===== config.mk =====
export PLATFORM = sky130hd
export DESIGN_NAME = mem_uart_bridge
export DESIGN_NICKNAME = d
export VERILOG_FILES = /design/src/rtl/mem_uart_bridge.sv
export SDC_FILE = /design/constraint.sdc
export NUM_CORES = 1
export LEC_CHECK = 0
export CAP_MARGIN = 20
export CORE_AREA = 3 3 124 126
export DETAILED_ROUTE_END_ITERATION = 8
export DIE_AREA = 0 0 127 129
export GPL_TIMING_DRIVEN = 0
export PLACE_DENSITY = 0.85
export SLEW_MARGIN = 25
export SYNTH_ARGS = -nofsm -noshare
export SYNTH_HDL_FRONTEND = slang
export SYNTH_SLANG_ARGS = --single-unit

===== constraint.sdc =====
create_clock -name clk_i -period 7.2 [get_ports clk_i]
set_input_delay 1.44 -clock clk_i [delete_from_list [all_inputs] [get_ports clk_i]]
set_output_delay 1.44 -clock clk_i [all_outputs]
set_load 0.01 [all_outputs]

===== src/rtl/mem_uart_bridge.sv =====
// Bridges native core memory requests onto a UART byte stream to a host memory server.
// Command byte, MSB-first address, LSB-first write data out; LSB-first read data or an ack byte back.
module mem_uart_bridge #(
    parameter int                   AddrWidth     = 32,
    parameter int                   DataWidth     = 32,
    parameter int                   TimeoutCycles = 1000000,
    parameter int                   PostedWrites  = 0,
    parameter logic [7:0]           AckByte       = 8'hA5,
    parameter logic [DataWidth-1:0] ErrData       = {DataWidth{1'b1}}
) (
    input  logic                   clk_i,
    input  logic                   reset_i,
    input  logic                   mem_valid_i,
    output logic                   mem_ready_o,
    input  logic [AddrWidth-1:0]   mem_addr_i,
    input  logic [DataWidth-1:0]   mem_wdata_i,
    input  logic [DataWidth/8-1:0] mem_wstrb_i,
    output logic [DataWidth-1:0]   mem_rdata_o,
    output logic [7:0]             tx_data_o,
    output logic                   tx_valid_o,
    input  logic                   tx_ready_i,
    input  logic [7:0]             rx_data_i,
    input  logic                   rx_valid_i,
    output logic                   rx_ready_o,
    output logic                   err_o,
    output logic                   busy_o
);
    localparam int NB = DataWidth / 8;
    localparam int NA = AddrWidth / 8;
    localparam int TW = (TimeoutCycles > 1) ? $clog2(TimeoutCycles) : 1;
    localparam logic [TW-1:0] TMO_LAST = TW'((TimeoutCycles > 0) ? TimeoutCycles - 1 : 0);
    localparam logic [3:0] A_LAST = 4'(NA - 1);
    localparam logic [3:0] D_LAST = 4'(NB - 1);

    typedef enum logic [2:0] {IDLE, CMD, ADDR, WDATA, RESP, DONE} state_t;

    state_t               state, state_n;
    logic [AddrWidth-1:0] addr_sh;
    logic [DataWidth-1:0] wd_sh;
    logic [DataWidth-1:0] rd_buf, rd_next;
    logic [NB-1:0]        wstrb_q;
    logic                 is_wr;
    logic [3:0]           idx;
    logic [TW-1:0]        tmo_cnt;
    logic                 err_q;
    logic [7:0]           cmd;
    logic                 tx_fire, rx_fire, tmo_hit, resp_last;

    assign tx_fire     = tx_valid_o & tx_ready_i;
    assign rx_fire     = rx_valid_i & rx_ready_o;
    assign tmo_hit     = (TimeoutCycles != 0) && (tmo_cnt == TMO_LAST);
    assign resp_last   = is_wr || (idx == D_LAST);
    assign mem_ready_o = (state == DONE);
    assign err_o       = (state == DONE) & err_q;
    assign busy_o      = (state != IDLE);

    always_comb begin
        cmd    = 8'(wstrb_q);
        cmd[7] = is_wr;
    end

    always_comb begin
        rd_next = rd_buf;
        rd_next[int'(idx)*8 +: 8] = rx_data_i;
    end

    always_ff @(posedge clk_i or posedge reset_i) begin
        if (reset_i) state <= IDLE;
        else         state <= state_n;
    end

    always_comb begin
        state_n    = state;
        tx_valid_o = 1'b0;
        tx_data_o  = 8'h00;
        rx_ready_o = 1'b0;
        case (state)
            IDLE: begin
                rx_ready_o = 1'b1;
                if (mem_valid_i) state_n = CMD;
            end
            CMD: begin
                tx_valid_o = 1'b1;
                tx_data_o  = cmd;
                if (tx_fire) state_n = ADDR;
            end
            ADDR: begin
                tx_valid_o = 1'b1;
                tx_data_o  = addr_sh[AddrWidth-1 -: 8];
                if (tx_fire && idx == A_LAST) state_n = is_wr ? WDATA : RESP;
            end
            WDATA: begin
                tx_valid_o = 1'b1;
                tx_data_o  = wd_sh[7:0];
                if (tx_fire && idx == D_LAST) state_n = (PostedWrites != 0) ? DONE : RESP;
            end
            RESP: begin
                rx_ready_o = 1'b1;
                // an arriving byte takes priority over an expiring timeout
                if (rx_fire) begin
                    if (resp_last) state_n = DONE;
                end else if (tmo_hit) begin
                    state_n = DONE;
                end
            end
            DONE:    state_n = IDLE;
            default: state_n = IDLE;
        endcase
    end

    always_ff @(posedge clk_i or posedge reset_i) begin
        if (reset_i) begin
            addr_sh     <= '0;
            wd_sh       <= '0;
            rd_buf      <= '0;
            wstrb_q     <= '0;
            is_wr       <= 1'b0;
            idx         <= '0;
            tmo_cnt     <= '0;
            err_q       <= 1'b0;
            mem_rdata_o <= '0;
        end else begin
            case (state)
                IDLE: if (mem_valid_i) begin
                    addr_sh <= mem_addr_i;
                    wd_sh   <= mem_wdata_i;
                    wstrb_q <= mem_wstrb_i;
                    is_wr   <= |mem_wstrb_i;
                    idx     <= '0;
                    tmo_cnt <= '0;
                    err_q   <= 1'b0;
                end
                ADDR: if (tx_fire) begin
                    addr_sh <= addr_sh << 8;
                    idx     <= (idx == A_LAST) ? 4'd0 : idx + 4'd1;
                end
                WDATA: if (tx_fire) begin
                    wd_sh <= wd_sh >> 8;
                    idx   <= (idx == D_LAST) ? 4'd0 : idx + 4'd1;
                end
                RESP: begin
                    if (rx_fire) begin
                        tmo_cnt <= '0;
                        idx     <= idx + 4'd1;
                        if (!is_wr) rd_buf <= rd_next;
                        if (resp_last) begin
                            // read data is published on entry to DONE so it is valid with mem_ready_o
                            if (is_wr) err_q       <= (rx_data_i != AckByte);
                            else       mem_rdata_o <= rd_next;
                        end
                    end else if (tmo_hit) begin
                        err_q <= 1'b1;
                        if (!is_wr) mem_rdata_o <= ErrData;
                    end else begin
                        tmo_cnt <= tmo_cnt + 1'b1;
                    end
                end
                default: ;
            endcase
        end
    end

endmodule

==> flow_summary.yaml, run 1 <==
outcome:
  status: "finished, final reports clean"
synth:
  ys_seq_area_frac: 0.522
  syn_inst: 831
  synthArstFlopShare: 1.00
  syn-num-nets: 916
  ys_seq_elements: 161
  avgSynthCellArea_um2: 9.28
  netlist_area_um2: 7710
  synth_cell_types: 56
  synth_ff_type: "dfrtp_1"
  synth_edf_count: 0
  yosys_warnings: 0
clocking:
  cts_resized: 0
  cts_tree: "done"
  clk_pin_slew_worst_paths_ps: 60
  h-tree-depth: 4
  numCtsBuffers: 17
  post_cts_buffers: 0
  clockRootBuffer: "clkbuf_16"
  cts_hold_buf: 0
  clockBufferDepth: 2
  cts.sinks: 161
  clk_latency_ps: 430
pwr:
  p_total_mw: 3.47
  p_leak_nw: 4.26
  power_density_nw_per_um2: 355
  max-vdd-ir-drop_mv: 0.247
route:
  wire_per_inst_um: 16.8
  vias: 6708
  drtPass1Iterations: 5
  via_per_inst: 5.72
  drcViolationCount: 0
  antenna_left: 0
  drt_iter0_markers: 553
  wl_mm: 19.7
critical_path:
  cp_common_cell: "buf_1"
  cp.depth: 7
  reg2regPathDepth: 8
  crit_chain: "buf_1 -> nor2b_1 -> and2_1 -> clkbuf_1 -> buf_1 -> a22o_1 -> clkdlybuf4s50_1"
  max_stage_delay_ps: 550
  required_ps: 5760
  reg2reg_slack_ps: 3890
  crit_type: "flop to output port"
  cp_slowest_cell: "clkdlybuf4s50_1"
  cp_top_family: "buffers and inverters"
  startpoint_type: "flop"
  path_buf_inv: 4
  cp.arrival_ps: 3300
  critPathCaptureType: "output port"
  crit_fanout: 10
place:
  dpl_cell_area_um2: 9230
  port_buffers: 125
  place_congestion: 0.863
  detailed_place_hpwl_mm: 14.0
sta:
  fin_skew_ps: 6.44
  hold_viol: 0
  finalSetupViolCount: 0
  relSlewSlack: 0.471
  timing.fmax_mhz: 211
  grt_setup_unrepaired: "false"
  min_period_ps: 4740
  worst_pin_slew_ps: 794
  fin_crit_sh: 0.659
  slew_violations: 0
  hold_slack_ps: 478
finish:
  antenna_cells: 0
  nets: 1061
  area_growth_pct: 27.0
  layout-drive-gt1-share: 0.0718
  stdcell_area_um2: 9790
floorplanning:
  core_um2: 14400
  die-width_um: 127
  start_util: 0.535
  rows: 44
  io-pin-count: 126
  die_h_um: 129
  design.die.area_um2: 16400
grt:
  grt_pass1_vias: 6602
  grt_pass1_wl_mm: 32.7
  grt_usage: 0.252
  grt.overflow.total: 0
  grt_max_degree: 82
  antenna_found_initial: 0
hold_path:
  holdPathStages: 2
  holdCritPathClass: "flop to flop"
flow_run:
  max_cap_violations: 0
==> final cells by class <==
type	count	area (um^2)
plain buffers	50	226
clock buffers	20	457
clock inverters	12	106
fillers	1145	4630
inverters	14	60.1
multi-input cells	606	3400
flip-flops and latches	161	4030
well taps	184	230
repair buffers	126	1280
==> per-stage QoR <==
step / setup TNS, ps / cells / utilization / worst slack (ps)
floorplan: 0 / 831 / - / 1410
global placement: -115420 / 1140 / 0.637 / -727
detailed placement: 0 / 1141 / 0.640 / 2950
CTS: 0 / 1173 / 0.679 / 2440
global route: 0 / 1173 / 0.679 / 2230
finish: 0 / 1173 / 0.679 / 2460
==> worst reg2reg max path, stage by stage (launching register included) <==
cell and delay (ps):
dfrtp_1 470, or3_1 420, ha_1 300, clkbuf_1 240
nor4_1 300, nand4b_1 140, clkbuf_1 320, nor2_1 600
mux2_2 420
==> metal layers <==
| layer | routed length, um | track usage |
|---|---|---|
| met5 | 0 | 0 |
| met4 | 531 | 0.113 |
| met3 | 1340 | 0.0569 |
| met2 | 9250 | 0.392 |
| met1 | 8600 | 0.339 |
==> where the power goes <==
group / leakage [nW] / switching [mW] / total [mW] / internal, mW
registers: 2.11 / 0.157 / 1.31 / 1.15
logic: 1.87 / 0.748 / 1.29 / 0.543
clock network: 0.281 / 0.375 / 0.869 / 0.495
==> cells in the mapped netlist (4+ instances only) <==
master	n	area [um^2]
a22o_1	5	43.8
buf_2	4	20.0
and3_1	5	31.3
o2111ai_1	4	35.0
nor2b_1	4	25.0
a211oi_1	6	45.0
mux2_2	20	225
mux2i_1	36	360
dfrtp_1	161	4030
nor3_1	5	25.0
nand3_1	24	120
nand4_1	4	25.0
nor4_1	4	25.0
xnor2_1	8	70.1
a32oi_1	8	70.1
and2_1	10	62.6
a22oi_1	7	52.6
xor2_1	6	52.6
a21oi_1	23	115
buf_1	4	15.0
nand2_1	186	698
a31oi_1	45	282
clkbuf_1	36	135
o21ai_0	55	275
o21a_1	4	30.0
inv_1	14	52.6
nor2_1	92	345
ha_1	4	50.1
==> layout by cell type, fill, tap and decap left out, types with 6 or more instances in the layout <==
master,count
o21ai_0,55
clkbuf_16,17
a32oi_1,8
clkdlybuf4s50_1,125
dfrtp_1,161
nor2_1,92
a31oi_1,45
nand2_1,186
nand3_1,24
clkbuf_1,37
xor2_1,6
a21oi_1,23
inv_1,13
and2_1,10
mux2_2,20
a211oi_1,6
a22oi_1,7
xnor2_1,8
mux2i_1,36
==> kinds of logic (layout without fill, tap and decap cells) <==
family / count (synthesis) / count (layout) / synth area share
flops: 161 / 161 / 0.522
fa+ha+maj: 4 / 4 / 0.00649
xor+xnor: 14 / 14 / 0.0159
buf+inv: 64 / 222 / 0.0362
compound gates: 173 / 173 / 0.141
simple gates: 359 / 359 / 0.202
mux: 56 / 56 / 0.0759
==> path summary, 6_finish.rpt <==
check	from	endpoint
min reg2reg	addr_sh[7]$_DFFE_PP0P_	addr_sh[7]$_DFFE_PP0P_
min	addr_sh[7]$_DFFE_PP0P_	addr_sh[7]$_DFFE_PP0P_
max	state[2]$_DFFE_PP0P_	tx_data_o[5]
max in group asynchronous	reset_i	tmo_cnt[11]$_DFFE_PP0P_
min in group asynchronous	reset_i	rd_buf[26]$_DFFE_PP0P_
max reg2reg	idx[0]$_DFFE_PP0P_	rd_buf[3]$_DFFE_PP0P_
==> flip-flops by register name, summed over array words and instances (netlist names) <==
| signal | count |
|---|---|
| rd_buf | 32 |
| wd_sh | 32 |
| wstrb_q | 4 |
| idx | 4 |
| is_wr | 1 |
| state | 3 |
| err_q | 1 |
| tmo_cnt | 20 |
| mem_rdata_o | 32 |
| addr_sh | 32 |
No activity file was read; power rests on OpenSTA's default activity.
==> run 2: changes to the inputs <==
==> constraint.sdc (replaced) <==
create_clock -name clk_i -period 4.4 [get_ports clk_i]
set_input_delay 0.88 -clock clk_i [delete_from_list [all_inputs] [get_ports clk_i]]
set_output_delay 0.88 -clock clk_i [all_outputs]
set_load 0.01 [all_outputs]
==> flow_summary.yaml, run 2 (synthesis results as in run 1) <==
place:
  detailed_place_hpwl_mm: 14.3
  dp_slack_ps: 661
  place_inst: 1146
  place_congestion: 0.901
  port_buffers: 125
route:
  wl_mm: 20.1
  wire_per_inst_um: 17.0
  drt_iter0_markers: 644
  drcViolationCount: 0
  antenna_left: 0
  via_per_inst: 5.78
  vias: 6814
  drtPass1Iterations: 5
clocking:
  h-tree-depth: 4
  clk_pin_slew_worst_paths_ps: 60
  cts.sinks: 161
  clockBufferDepth: 2
  cts_resized: 0
  cts_hold_buf: 0
  post_cts_buffers: 0
  numCtsBuffers: 17
  clockRootBuffer: "clkbuf_16"
  cts_tree: "done"
  clk_latency_ps: 440
critical_path:
  max_stage_delay_ps: 560
  path_buf_inv: 4
  cp_top_family: "buffers and inverters"
  startpoint_type: "flop"
  crit_fanout: 10
  critPathCaptureType: "output port"
  required_ps: 3520
  cp_common_cell: "buf_1"
  cp.arrival_ps: 3270
  cp_slowest_cell: "clkdlybuf4s50_1"
  crit_chain: "buf_1 -> nor2b_2 -> and2_1 -> clkbuf_1 -> buf_1 -> a22o_1 -> clkdlybuf4s50_1"
  crit_type: "flop to output port"
finish:
  layout.area.seq_um2: 4030
  final_core_utilization: 0.690
  multi_input_area_um2: 3410
  final_common_cell: "nand2_1"
  nets: 1066
  layout-drive-gt1-share: 0.0775
  area_growth_pct: 29.2
  layout_common_cells: "nand2_1, dfrtp_1, clkdlybuf4s50_1"
  fin_cells: 1178
  fillCellCount: 1100
  antenna_cells: 0
sta:
  fin_crit_sh: 0.942
  setup_tns_ps: 0
  timing.fmax_mhz: 241
  grt_setup_unrepaired: "false"
  worst_pin_slew_ps: 771
  relSlewSlack: 0.486
  worst_slack_ps: 254
  hold_viol: 0
  fin_skew_ps: 17.7
  finalSetupViolCount: 0
  min_period_ps: 4150
  slew_violations: 0
floorplanning:
  core_um2: 14400
  rows: 44
  die-width_um: 127
  design.die.area_um2: 16400
  io-pin-count: 126
  die_h_um: 129
  start_util: 0.535
pwr:
  p_leak_nw: 4.32
  max-vdd-ir-drop_mv: 0.387
  power_density_nw_per_um2: 587
grt:
  met2_usage: 0.412
  grt_pass1_vias: 6732
  grt-busiest-layer: "met2"
  grt_max_degree: 28
  grt_usage: 0.251
  grt_pass1_wl_mm: 32.9
  grt_use_met3: 0.0606
  antenna_found_initial: 0
  grt.overflow.total: 0
  use_met1: 0.328
hold_path:
  holdCritPathClass: "flop to flop"
outcome:
  status: "finished, final reports clean"
flow_run:
  max_cap_violations: 0
==> run 2: changes by cell type in the layout (fill, tap and decap cells not counted) <==
cell / delta
clkinv_2: -4
buf_12: +3
clkinvlp_4: +3
buf_16: +2
bufinv_16: +2
clkbuf_8: -1
inv_6: -1
inv_8: +1
nor2b_1: -1
nor2b_2: +1
==> run 2: worst paths after layout <==
kind | cells after the start | endpoint | from | slack [ps]
worst min register to register | 2 | wstrb_q[0]$_DFFE_PP0P_ | wstrb_q[0]$_DFFE_PP0P_ | 470
max in group asynchronous | 5 | addr_sh[6]$_DFFE_PP0P_ | reset_i | 2630
min in group asynchronous | 2 | mem_rdata_o[29]$_DFFE_PP0P_ | reset_i | 870
worst max register to register | 8 | rd_buf[0]$_DFFE_PP0P_ | idx[0]$_DFFE_PP0P_ | 980
worst max-delay path | 7 | tx_data_o[5] | state[2]$_DFFE_PP0P_ | 250
worst min-delay path | 2 | wstrb_q[0]$_DFFE_PP0P_ | wstrb_q[0]$_DFFE_PP0P_ | 470
==> run 2: metal layers <==
| layer | wire length, um | part of all wire |
|---|---|---|
| met5 | 0 | 0 |
| met4 | 533 | 0.027 |
| met3 | 1530 | 0.076 |
| met2 | 9590 | 0.48 |
| met1 | 8430 | 0.42 |
==> run 2: tightest hold or removal path: stages, from the launching register on <==
cell and delay (ps):
dfrtp_1 340, nand2_1 50, nand2_1 50
==> run 2: where the power goes <==
group | internal (mW) | switching (mW) | total [mW] | leakage [nW]
Combinational | 0.899 | 1.24 | 2.14 | 1.92
Clock | 0.919 | 0.644 | 1.56 | 0.294
Sequential | 1.89 | 0.257 | 2.15 | 2.11
==> run 2: per-stage QoR <==
stage	hold WS, ps	power (mW)	area (um^2)
4_1_cts	475	5.84	9960
6_report	471	5.85	9960
2_1_floorplan	438	3.48	7710
3_5_place_dp	461	4.27	9340
5_1_grt	506	6.19	9960
3_3_place_gp	452	4.18	9200
==> run 2: layout make-up <==
class / instances / area share
plain buffers: 50 / 0.0227
clock buffers: 19 / 0.0445
clock inverters: 13 / 0.0176
inverters: 14 / 0.00565
multi-input cells: 606 / 0.342
flip-flops and latches: 161 / 0.405
well taps: 184 / 0.0231
repair buffers: 131 / 0.140
==> run 3: changes to the inputs <==
--- a/config.mk
+++ b/config.mk
@@ -9,7 +9,6 @@
 export CORE_AREA = 3 3 124 126
 export DETAILED_ROUTE_END_ITERATION = 8
 export DIE_AREA = 0 0 127 129
-export GPL_TIMING_DRIVEN = 0
 export PLACE_DENSITY = 0.85
 export SLEW_MARGIN = 25
 export SYNTH_ARGS = -nofsm -noshare
==> flow_summary.yaml, run 3 (synthesis results as in run 1) <==
critical_path:
  max_stage_delay_ps: 660
  crit_fanout: 27
  critPathCaptureType: "output port"
  crit_type: "flop to output port"
  path_buf_inv: 2
  required_ps: 3520
  cp_top_family: "buffers and inverters"
  cp.arrival_ps: 2770
  startpoint_type: "flop"
  cp_slowest_cell: "dfrtp_1"
  crit_chain: "nor2b_1 -> and2_1 -> buf_4 -> a22o_1 -> clkdlybuf4s50_1"
sta:
  worst_slack_ps: 754
  fin_skew_ps: 9.38
  slew_violations: 0
  setup_tns_ps: 0
  finalSetupViolCount: 0
  hold_slack_ps: 474
  grt_setup_unrepaired: "false"
  hold_viol: 0
  relSlewSlack: 0.413
  min_period_ps: 3650
  timing.fmax_mhz: 274
  fin_crit_sh: 0.829
  worst_pin_slew_ps: 879
place:
  place_inst: 1102
  port_buffers: 125
  dpl_cell_area_um2: 9090
  dp_slack_ps: 1010
  detailed_place_hpwl_mm: 12.5
  place_congestion: 0.864
route:
  drcViolationCount: 0
  drtPass1Iterations: 5
  via_per_inst: 5.68
  vias: 6441
  drt_iter0_markers: 575
  wire_per_inst_um: 16.4
  antenna_left: 0
  wl_mm: 18.5
finish:
  area_growth_pct: 25.6
  layout.area.seq_um2: 4030
  multi_input_area_um2: 3430
  antenna_cells: 0
  fillCellCount: 1122
  nets: 1022
  layout_common_cells: "nand2_1, dfrtp_1, clkdlybuf4s50_1"
  fin_cells: 1134
  final_common_cell: "nand2_1"
  layout-drive-gt1-share: 0.0779
  stdcell_area_um2: 9690
clocking:
  post_cts_buffers: 0
  cts_tree: "done"
  cts.sinks: 161
  cts_hold_buf: 0
  clk_pin_slew_worst_paths_ps: 60
  numCtsBuffers: 17
  clockRootBuffer: "clkbuf_16"
  h-tree-depth: 4
  clk_latency_ps: 430
  clockBufferDepth: 2
  cts_resized: 0
outcome:
  status: "finished, final reports clean"
pwr:
  max-vdd-ir-drop_mv: 0.389
  power_density_nw_per_um2: 583
  p_leak_nw: 4.22
floorplanning:
  rows: 44
  die_h_um: 129
  start_util: 0.535
  design.die.area_um2: 16400
  die-width_um: 127
  io-pin-count: 126
  core_um2: 14400
grt:
  grt.overflow.total: 0
  grt_pass1_vias: 6277
  grt_pass1_wl_mm: 30.8
  grt_max_degree: 162
  antenna_found_initial: 0
  grt_usage: 0.233
flow_run:
  max_cap_violations: 0
hold_path:
  holdCritPathClass: "flop to flop"
==> run 3: cell type report <==
type	instances	share of cell area
timing repair buffer	137	0.140
clock buffer	21	0.0475
inverter	14	0.00581
tap	184	0.0238
sequential	161	0.416
multi-input combinational	606	0.354
clock inverter	11	0.0133
==> run 3: where the power goes <==
part           switching [mW]  internal (mW)  leakage, nW
clock network           0.612          0.871        0.284
registers               0.295           1.89         2.11
logic                    1.11          0.877         1.83
total                    2.02           3.64         4.22
==> run 3: tightest hold or removal path: cells and delay by family (launching register included) <==
| kind | cells | cell delay (ps) |
|---|---|---|
| flip-flops | 1 | 340 |
| AND/OR/NAND/NOR | 2 | 100 |
==> run 3: per-layer routing <==
| metal | global-route usage | up-vias | part of all wire |
|---|---|---|---|
| li1 | - | 3109 | - |
| met1 | 0.289 | 3083 | 0.42 |
| met2 | 0.387 | 218 | 0.48 |
| met3 | 0.0751 | 31 | 0.079 |
| met4 | 0.0795 | 0 | 0.017 |
| met5 | 0 | - | 0 |
==> run 3: per-stage QoR <==
stage | power, mW | utilization
floorplan | 3.48 | -
global placement | 4.11 | 0.631
detailed placement | 4.19 | 0.631
CTS | 5.68 | 0.671
global route | 6.04 | 0.672
finish | 5.65 | 0.672
==> run 3: final timing paths <==
check                                             from                     end  slack (ps)  depth (start not counted)
worst min register to register  wstrb_q[3]$_DFFE_PP0P_  wstrb_q[3]$_DFFE_PP0P_         470                          2
worst max register to register      idx[0]$_DFFE_PP0P_   rd_buf[3]$_DFFE_PP0P_        1350                          7
min in group asynchronous                      reset_i  rd_buf[28]$_DFFE_PP0P_        1040                          3
worst max-delay path              state[2]$_DFFE_PP0P_            tx_data_o[5]         750                          5
max in group asynchronous                      reset_i  tmo_cnt[6]$_DFFE_PP0P_        2740                          3
worst min-delay path            wstrb_q[3]$_DFFE_PP0P_  wstrb_q[3]$_DFFE_PP0P_         470                          2
